## src/rtl/bitty_pkg.sv

```systemverilog
// Shared definitions for the bitty execute-stage controller.
// Holds the ALU select codes, instruction format codes, instruction field
// bit positions and the controller state encoding. No ports.
package bitty_pkg;

  localparam int DATA_WIDTH = 16;
  localparam int NUM_REGS   = 8;

  localparam logic [2:0] SEL_ADD = 3'd0;
  localparam logic [2:0] SEL_SUB = 3'd1;
  localparam logic [2:0] SEL_AND = 3'd2;
  localparam logic [2:0] SEL_OR  = 3'd3;
  localparam logic [2:0] SEL_XOR = 3'd4;
  localparam logic [2:0] SEL_SHL = 3'd5;
  localparam logic [2:0] SEL_SHR = 3'd6;
  localparam logic [2:0] SEL_CMP = 3'd7;

  localparam logic [1:0] FMT_RR  = 2'b00;
  localparam logic [1:0] FMT_RI  = 2'b01;
  localparam logic [1:0] FMT_LI  = 2'b10;
  localparam logic [1:0] FMT_RSV = 2'b11;

  // The imm8 field overlaps ry; which one is meaningful depends on fmt.
  localparam int RX_MSB  = 15;
  localparam int RX_LSB  = 13;
  localparam int RY_MSB  = 12;
  localparam int RY_LSB  = 10;
  localparam int IMM_MSB = 12;
  localparam int IMM_LSB = 5;
  localparam int SEL_MSB = 4;
  localparam int SEL_LSB = 2;
  localparam int FMT_MSB = 1;
  localparam int FMT_LSB = 0;

  typedef enum logic {
    ST_IDLE = 1'b0,
    ST_EXEC = 1'b1
  } state_e;

endpackage

```

## src/rtl/bitty_regfile.sv

```systemverilog
// Register file for the bitty execute stage: NREG registers of DATA_W bits.
// Ports:
//   clk, rst_n          clock and asynchronous active-low reset (clears all to 0)
//   we_i, waddr_i,      single synchronous write port
//   wdata_i
//   raddrA_i/rdataA_o   combinational read port for operand A
//   raddrB_i/rdataB_o   combinational read port for operand B
//   raddrDbg_i/         combinational debug read port
//   rdataDbg_o
module bitty_regfile
  import bitty_pkg::*;
#(
  parameter int DATA_W = DATA_WIDTH,
  parameter int NREG   = NUM_REGS,
  parameter int AW     = $clog2(NREG)
) (
  input  logic              clk,
  input  logic              rst_n,
  input  logic              we_i,
  input  logic [AW-1:0]     waddr_i,
  input  logic [DATA_W-1:0] wdata_i,
  input  logic [AW-1:0]     raddrA_i,
  output logic [DATA_W-1:0] rdataA_o,
  input  logic [AW-1:0]     raddrB_i,
  output logic [DATA_W-1:0] rdataB_o,
  input  logic [AW-1:0]     raddrDbg_i,
  output logic [DATA_W-1:0] rdataDbg_o
);

  logic [DATA_W-1:0] regs_q [NREG];

  // Storage: every register clears on reset; one write per clock when
  // enabled. A write becomes visible on the read ports the cycle after.
  always_ff @(posedge clk or negedge rst_n) begin
    if (!rst_n) begin
      for (int i = 0; i < NREG; i++) begin
        regs_q[i] <= '0;
      end
    end else if (we_i) begin
      regs_q[waddr_i] <= wdata_i;
    end
  end

  // Read ports are plain muxes with no bypass from the write port.
  assign rdataA_o   = regs_q[raddrA_i];
  assign rdataB_o   = regs_q[raddrB_i];
  assign rdataDbg_o = regs_q[raddrDbg_i];

endmodule

```

## src/rtl/bitty_exec_ctrl.sv

```systemverilog
// Execute-stage controller feeding a 16-bit combinational ALU.
// Accepts one instruction per valid/ready handshake, registers the ALU
// operands and select, then writes the ALU result (or the immediate, for
// load-immediate) back into the internal register file one cycle later.
// Ports:
//   clk, rst_n        clock, asynchronous active-low reset
//   instr_valid/      instruction handshake; ready only in IDLE
//   instr_ready
//   instr             16-bit instruction word {rx, ry|imm8, sel, fmt}
//   alu_in_a/b        registered ALU operands
//   alu_select        registered ALU operation
//   alu_out           ALU result, consumed at writeback
//   done, illegal     one-cycle retire pulse / reserved-format flag
//   dbg_rsel/         combinational debug read of the register file
//   dbg_rdata
module bitty_exec_ctrl
  import bitty_pkg::*;
#(
  parameter int DATA_W = DATA_WIDTH,
  parameter int NREG   = NUM_REGS
) (
  input  logic              clk,
  input  logic              rst_n,
  input  logic              instr_valid,
  output logic              instr_ready,
  input  logic [15:0]       instr,
  output logic [DATA_W-1:0] alu_in_a,
  output logic [DATA_W-1:0] alu_in_b,
  output logic [2:0]        alu_select,
  input  logic [DATA_W-1:0] alu_out,
  output logic              done,
  output logic              illegal,
  input  logic [2:0]        dbg_rsel,
  output logic [DATA_W-1:0] dbg_rdata
);

  state_e            state_q;
  logic [2:0]        rx_q;
  logic [1:0]        fmt_q;
  logic [DATA_W-1:0] aluInA_q;
  logic [DATA_W-1:0] aluInB_q;
  logic [2:0]        aluSel_q;
  logic              done_q;
  logic              illegal_q;

  logic [2:0]        instrRx;
  logic [2:0]        instrRy;
  logic [7:0]        instrImm;
  logic [2:0]        instrSel;
  logic [1:0]        instrFmt;
  logic [DATA_W-1:0] immExt;
  logic [DATA_W-1:0] rdataA;
  logic [DATA_W-1:0] rdataB;
  logic              wrEn;
  logic [DATA_W-1:0] wrData;

  assign instrRx  = instr[RX_MSB:RX_LSB];
  assign instrRy  = instr[RY_MSB:RY_LSB];
  assign instrImm = instr[IMM_MSB:IMM_LSB];
  assign instrSel = instr[SEL_MSB:SEL_LSB];
  assign instrFmt = instr[FMT_MSB:FMT_LSB];
  assign immExt   = {{(DATA_W-8){1'b0}}, instrImm};

  // Writeback happens on the EXEC edge. For load-immediate the immediate is
  // already sitting in operand B, so no separate immediate latch is needed.
  assign wrEn   = (state_q == ST_EXEC) && (fmt_q != FMT_RSV);
  assign wrData = (fmt_q == FMT_LI) ? aluInB_q : alu_out;

  bitty_regfile #(
    .DATA_W (DATA_W),
    .NREG   (NREG)
  ) u_regfile (
    .clk        (clk),
    .rst_n      (rst_n),
    .we_i       (wrEn),
    .waddr_i    (rx_q),
    .wdata_i    (wrData),
    .raddrA_i   (instrRx),
    .rdataA_o   (rdataA),
    .raddrB_i   (instrRy),
    .rdataB_o   (rdataB),
    .raddrDbg_i (dbg_rsel),
    .rdataDbg_o (dbg_rdata)
  );

  // Two-state controller. IDLE captures operands on a handshake; EXEC
  // raises the retire pulse and always returns to IDLE. Operand registers
  // only load on a handshake so the ALU inputs stay quiet while idle.
  always_ff @(posedge clk or negedge rst_n) begin
    if (!rst_n) begin
      state_q   <= ST_IDLE;
      rx_q      <= '0;
      fmt_q     <= '0;
      aluInA_q  <= '0;
      aluInB_q  <= '0;
      aluSel_q  <= '0;
      done_q    <= 1'b0;
      illegal_q <= 1'b0;
    end else begin
      done_q    <= 1'b0;
      illegal_q <= 1'b0;
      case (state_q)
        ST_IDLE: begin
          if (instr_valid) begin
            rx_q     <= instrRx;
            fmt_q    <= instrFmt;
            aluInA_q <= rdataA;
            aluInB_q <= (instrFmt == FMT_RR) ? rdataB : immExt;
            aluSel_q <= instrSel;
            state_q  <= ST_EXEC;
          end
        end
        ST_EXEC: begin
          done_q    <= 1'b1;
          illegal_q <= (fmt_q == FMT_RSV);
          state_q   <= ST_IDLE;
        end
        default: state_q <= ST_IDLE;
      endcase
    end
  end

  assign instr_ready = (state_q == ST_IDLE);
  assign alu_in_a    = aluInA_q;
  assign alu_in_b    = aluInB_q;
  assign alu_select  = aluSel_q;
  assign done        = done_q;
  assign illegal     = illegal_q;

endmodule

```

## config.mk

```make
export PLATFORM = sky130hd
export DESIGN_NAME = bitty_exec_ctrl
export DESIGN_NICKNAME = d
export VERILOG_FILES = /design/src/rtl/bitty_pkg.sv /design/src/rtl/bitty_regfile.sv /design/src/rtl/bitty_exec_ctrl.sv
export SDC_FILE = /design/constraint.sdc
export NUM_CORES = 1
export LEC_CHECK = 0
export BUFFER_PORTS_ARGS = -buffer_cell sky130_fd_sc_hd__buf_2
export CAP_MARGIN = 20
export CORE_MARGIN = 2
export CORE_UTILIZATION = 40
export DETAILED_ROUTE_END_ITERATION = 8
export SYNTH_ARGS = -nofsm -noshare
export SYNTH_HDL_FRONTEND = slang
export SYNTH_SLANG_ARGS = --single-unit
```

## constraint.sdc

```tcl
create_clock -name clk -period 2.15 [get_ports clk]
set_input_delay 0.215 -clock clk [delete_from_list [all_inputs] [get_ports clk]]
set_output_delay 0.215 -clock clk [all_outputs]
set_load 0.02 [all_outputs]
```

==> results.md <==
- Multi-input logic area: 0.00487 mm2
- Final nets: 949
- Data arrival, critical path: approximately 1900 ps
- Vias in the first global route: ~6800
- 1st-pass router iterations: 5
- Largest net degree at the start of global routing: 51
- Clk network pwr share: 21.1%
- Chip Width: 159 um
- #FFs+latches synth: around 170
- Clk slew on worst S/H paths: 60 ps
- RSZ-0062 raised after global routing: false
- # H-tree levels: 4
- Routed WL: about 25 mm
- Largest cells by area after synthesis: dfrtp_1 (45%), mux4_2 (12%), mux2i_1 (5.9%)
- Clk sinks: 171
- Area Growth Syn to Fin: 15.1%
- Reg-to-reg startpoint: fmt_q[1]
- Comb pwr share: 34.5%
- Buffers on Ports: 91
- Via density: around 5.5
- Max Clk Rate: 475 MHz
- Minimum clock period: approximately 2100 ps
- Slew Viols, Final: 0
- Core Area: about 0.024 mm2
- Cell Int Power: 8.68 mW
- WHS Endpoint: fmt_q[0]
- Root Buffer: clkbuf_16
- Die H: about 160 um
- Routed Antenna Nets: 0
- Max IR drop VDD: 0.493 mV
- I/O pin cnt: 92
- Status: completed
- Register share of total power: between 40% and 50%
- Startpoint Class: flop
- Storage element area: 0.00428 mm2
- Syn Nets: 860
- ANT cells: 0
- Power per Cell Area: 1220 mW/mm2
- Setup TNS after final layout: 0 ps
- Clk buf depth: 2
- Worst Path Required: 1930 ps
- HP Start: instr[0]
- Final Hold Vio Count: 0
- Post-Syn Instances: 822
- Yosys warning count: 0
- Layout cell share with drive strength beyond 1: 29.4%
- Wire per inst: roughly 20 um
- Fill cells: about 2200
- Worst setup EP type: output pin
- Worst-Skew Late Latency: 420 ps
- Non-Filler Cell Area, Final: 0.0111 mm2
- Register area share after synthesis: 44.5%
- Worst hold path type: in -> reg
- CTS resizes: 0
- WHS Path Cells: 3
- Synth Cell Area: 0.00961 mm2
- Reg2reg path depth: 4
- Crit Reg-Reg Endpoint: u_regfile.regs_q[31]
- Worst-Margin Slew: 643 ps
- Clk_skew: between 9 and 10 ps
- CP Class: reg -> out
- Syn_area_per_cell: approximately 12 um2
- Die Area: between 0.02 and 0.03 mm2
- Switch share: a little over a third
- Gpl congestion: between 0.8 and 0.9
- Area after DPL: 0.0105 mm2
- Distinct cells, synth: 41
- P_sw: 4.78 mW
- Max FO, Critical Path: 4
- Total GRT Usage: 20.5%
- # rows: between 50 and 60
- Starting density of the core: 40.8%
- Final Cycle Share: 97.9%
- Max-cap violations: 0
- First-pass GRT wire length: about 40 mm
- CTS tree: built
- DRC errors left: 0
- Synth top area share: 44.5%
- Initial antenna violation count: 0
- Vias: 6864
- Dpl hpwl: 16.7 mm
- Total grt overflow: 0
- DRT iter0 DRCs: approximately 460
- Cell taking the most area after synthesis: dfrtp_1
- Final setup viols: 0
- Flop2flop setup slack: around 370 ps
- Pleak: ~4.7 nW
- Num CTS Buffers: 17
- Max-slew headroom: 57.1%
==> state kept, by name, summed over array words and instances, names as in the netlist <==
| register | count |
|---|---|
| state_q | 1 |
| done | 1 |
| rx_q | 3 |
| alu_in_b | 16 |
| illegal | 1 |
| alu_select | 3 |
| alu_in_a | 16 |
| fmt_q | 2 |
| u_regfile.regs_q | 128 |
==> cell families (layout without fill, tap and decap cells) <==
kind of cell	Yosys count	count (layout)	synth area share (%)
AOI/OAI and AO/OA	199	199	11.7
buffers and inverters	73	174	5.00
DFF	171	171	44.5
muxes	166	166	29.4
and+or+nand+nor	213	213	9.37
==> cells in the final DEF, fill, tap and decap left out, types with 3 or more instances in the layout <==
cell	n
mux2_2	25
mux4_1	21
mux4_2	51
clkbuf_1	4
clkbuf_16	17
o21ai_1	36
a21oi_2	4
clkbuf_8	4
o21ai_0	62
mux2i_4	10
o221ai_1	4
buf_4	36
a22oi_1	13
mux2i_1	57
buf_2	90
o2111ai_1	9
buf_12	10
nor2_1	66
a21oi_1	65
nand2_1	129
dfrtp_1	171
o21ai_2	4
clkinv_2	3
dlygate4sd3_1	4
==> repair_timing <==
| action | CTS | global route |
|---|---|---|
| hold buffers | 4 | 0 |
| buffers inserted | 0 | 0 |
| endpoints found under the hold margin | 49 | 0 |
==> power groups by stage <==
stage	Clock, mW	Combinational (mW)	Sequential, mW
2_1_floorplan	0	3.48	5.71
3_3_place_gp	0	4.56	5.93
3_5_place_dp	0	4.67	5.97
4_1_cts	2.90	4.69	5.92
5_1_grt	3.03	5.13	6.17
6_report	2.84	4.64	5.96
==> metrics by stage <==
| stage | utilization [%] | hold slack (ps) | setup WS, ps | instances | power, mW |
|---|---|---|---|---|---|
| floorplan | - | -80.6 | 608 | 822 | 9.19 |
| global placement | 44.5 | 215 | 306 | 1207 | 10.5 |
| detailed placement | 44.5 | 212 | 282 | 1207 | 10.6 |
| CTS | 47.0 | 14.6 | 36.1 | 1242 | 13.5 |
| global route | 47.0 | 29.3 | 11.1 | 1242 | 14.3 |
| finish | 47.0 | 23.3 | 44.4 | 1242 | 13.5 |
==> synthesized netlist by cell type <==
| cell | count |
|---|---|
| buf_2 | 22 |
| nor2b_1 | 1 |
| nor2b_2 | 1 |
| inv_1 | 2 |
| o2111ai_1 | 9 |
| or2_2 | 1 |
| buf_12 | 1 |
| nor4b_4 | 2 |
| buf_4 | 10 |
| nor2_2 | 1 |
| o21ai_2 | 4 |
| mux2i_1 | 57 |
| nor3_2 | 1 |
| clkbuf_8 | 5 |
| buf_6 | 10 |
| nand4_1 | 1 |
| mux2i_4 | 10 |
| dfrtp_1 | 171 |
| mux4_4 | 2 |
| mux4_2 | 51 |
| a21bo_4 | 1 |
| and2_1 | 1 |
| a21oi_2 | 4 |
| nor4_4 | 1 |
| mux2_2 | 25 |
| and3_1 | 1 |
| a21boi_2 | 1 |
| a22oi_1 | 13 |
| buf_1 | 1 |
| nand3_1 | 1 |
| nand4b_1 | 2 |
| nor3_1 | 1 |
| nand2_1 | 129 |
| o21ai_0 | 62 |
| clkbuf_1 | 22 |
| o221ai_1 | 4 |
| nand2b_1 | 2 |
| o21ai_1 | 36 |
| mux4_1 | 21 |
| a21oi_1 | 65 |
| nor2_1 | 67 |
==> how the worst max path moves through the flow <==
stage | startpoint | end | slack [ps] | depth (start not counted)
CTS | u_regfile.regs_q[96] | dbg_rdata[0] | 40 | 3
detailed placement | dbg_rsel[0] | dbg_rdata[8] | 280 | 5
global placement | dbg_rsel[0] | dbg_rdata[9] | 310 | 5
finish | u_regfile.regs_q[64] | dbg_rdata[0] | 40 | 3
global route | u_regfile.regs_q[112] | dbg_rdata[0] | 10 | 3
floorplan | dbg_rsel[0] | dbg_rdata[0] | 610 | 4
==> layer usage <==
layer	share of wire [%]	routed length (um)	vias to the layer above	track usage, %
met3	4.7	1190	24	3.31
met2	48	12100	192	32.7
met1	46	11600	3431	29.6
met4	1.4	362	0	4.96
met5	0	0	-	0
li1	-	-	3217	-
==> worst max-delay path: stages, from the launching register on <==
cell     delay (ps)
dfrtp_1         410
mux4_4          600
mux2_2          300
buf_2           160
==> cell type report <==
type	count	share of cell area, %
Multi-Input combinational cell	578	44.0
Sequential cell	171	38.7
Timing Repair Buffer	141	8.79
Clock buffer	25	4.48
Tap cell	319	3.61
Clock inverter	6	0.351
Inverter	2	0.0679
No activity file was read; power rests on OpenSTA's default activity.
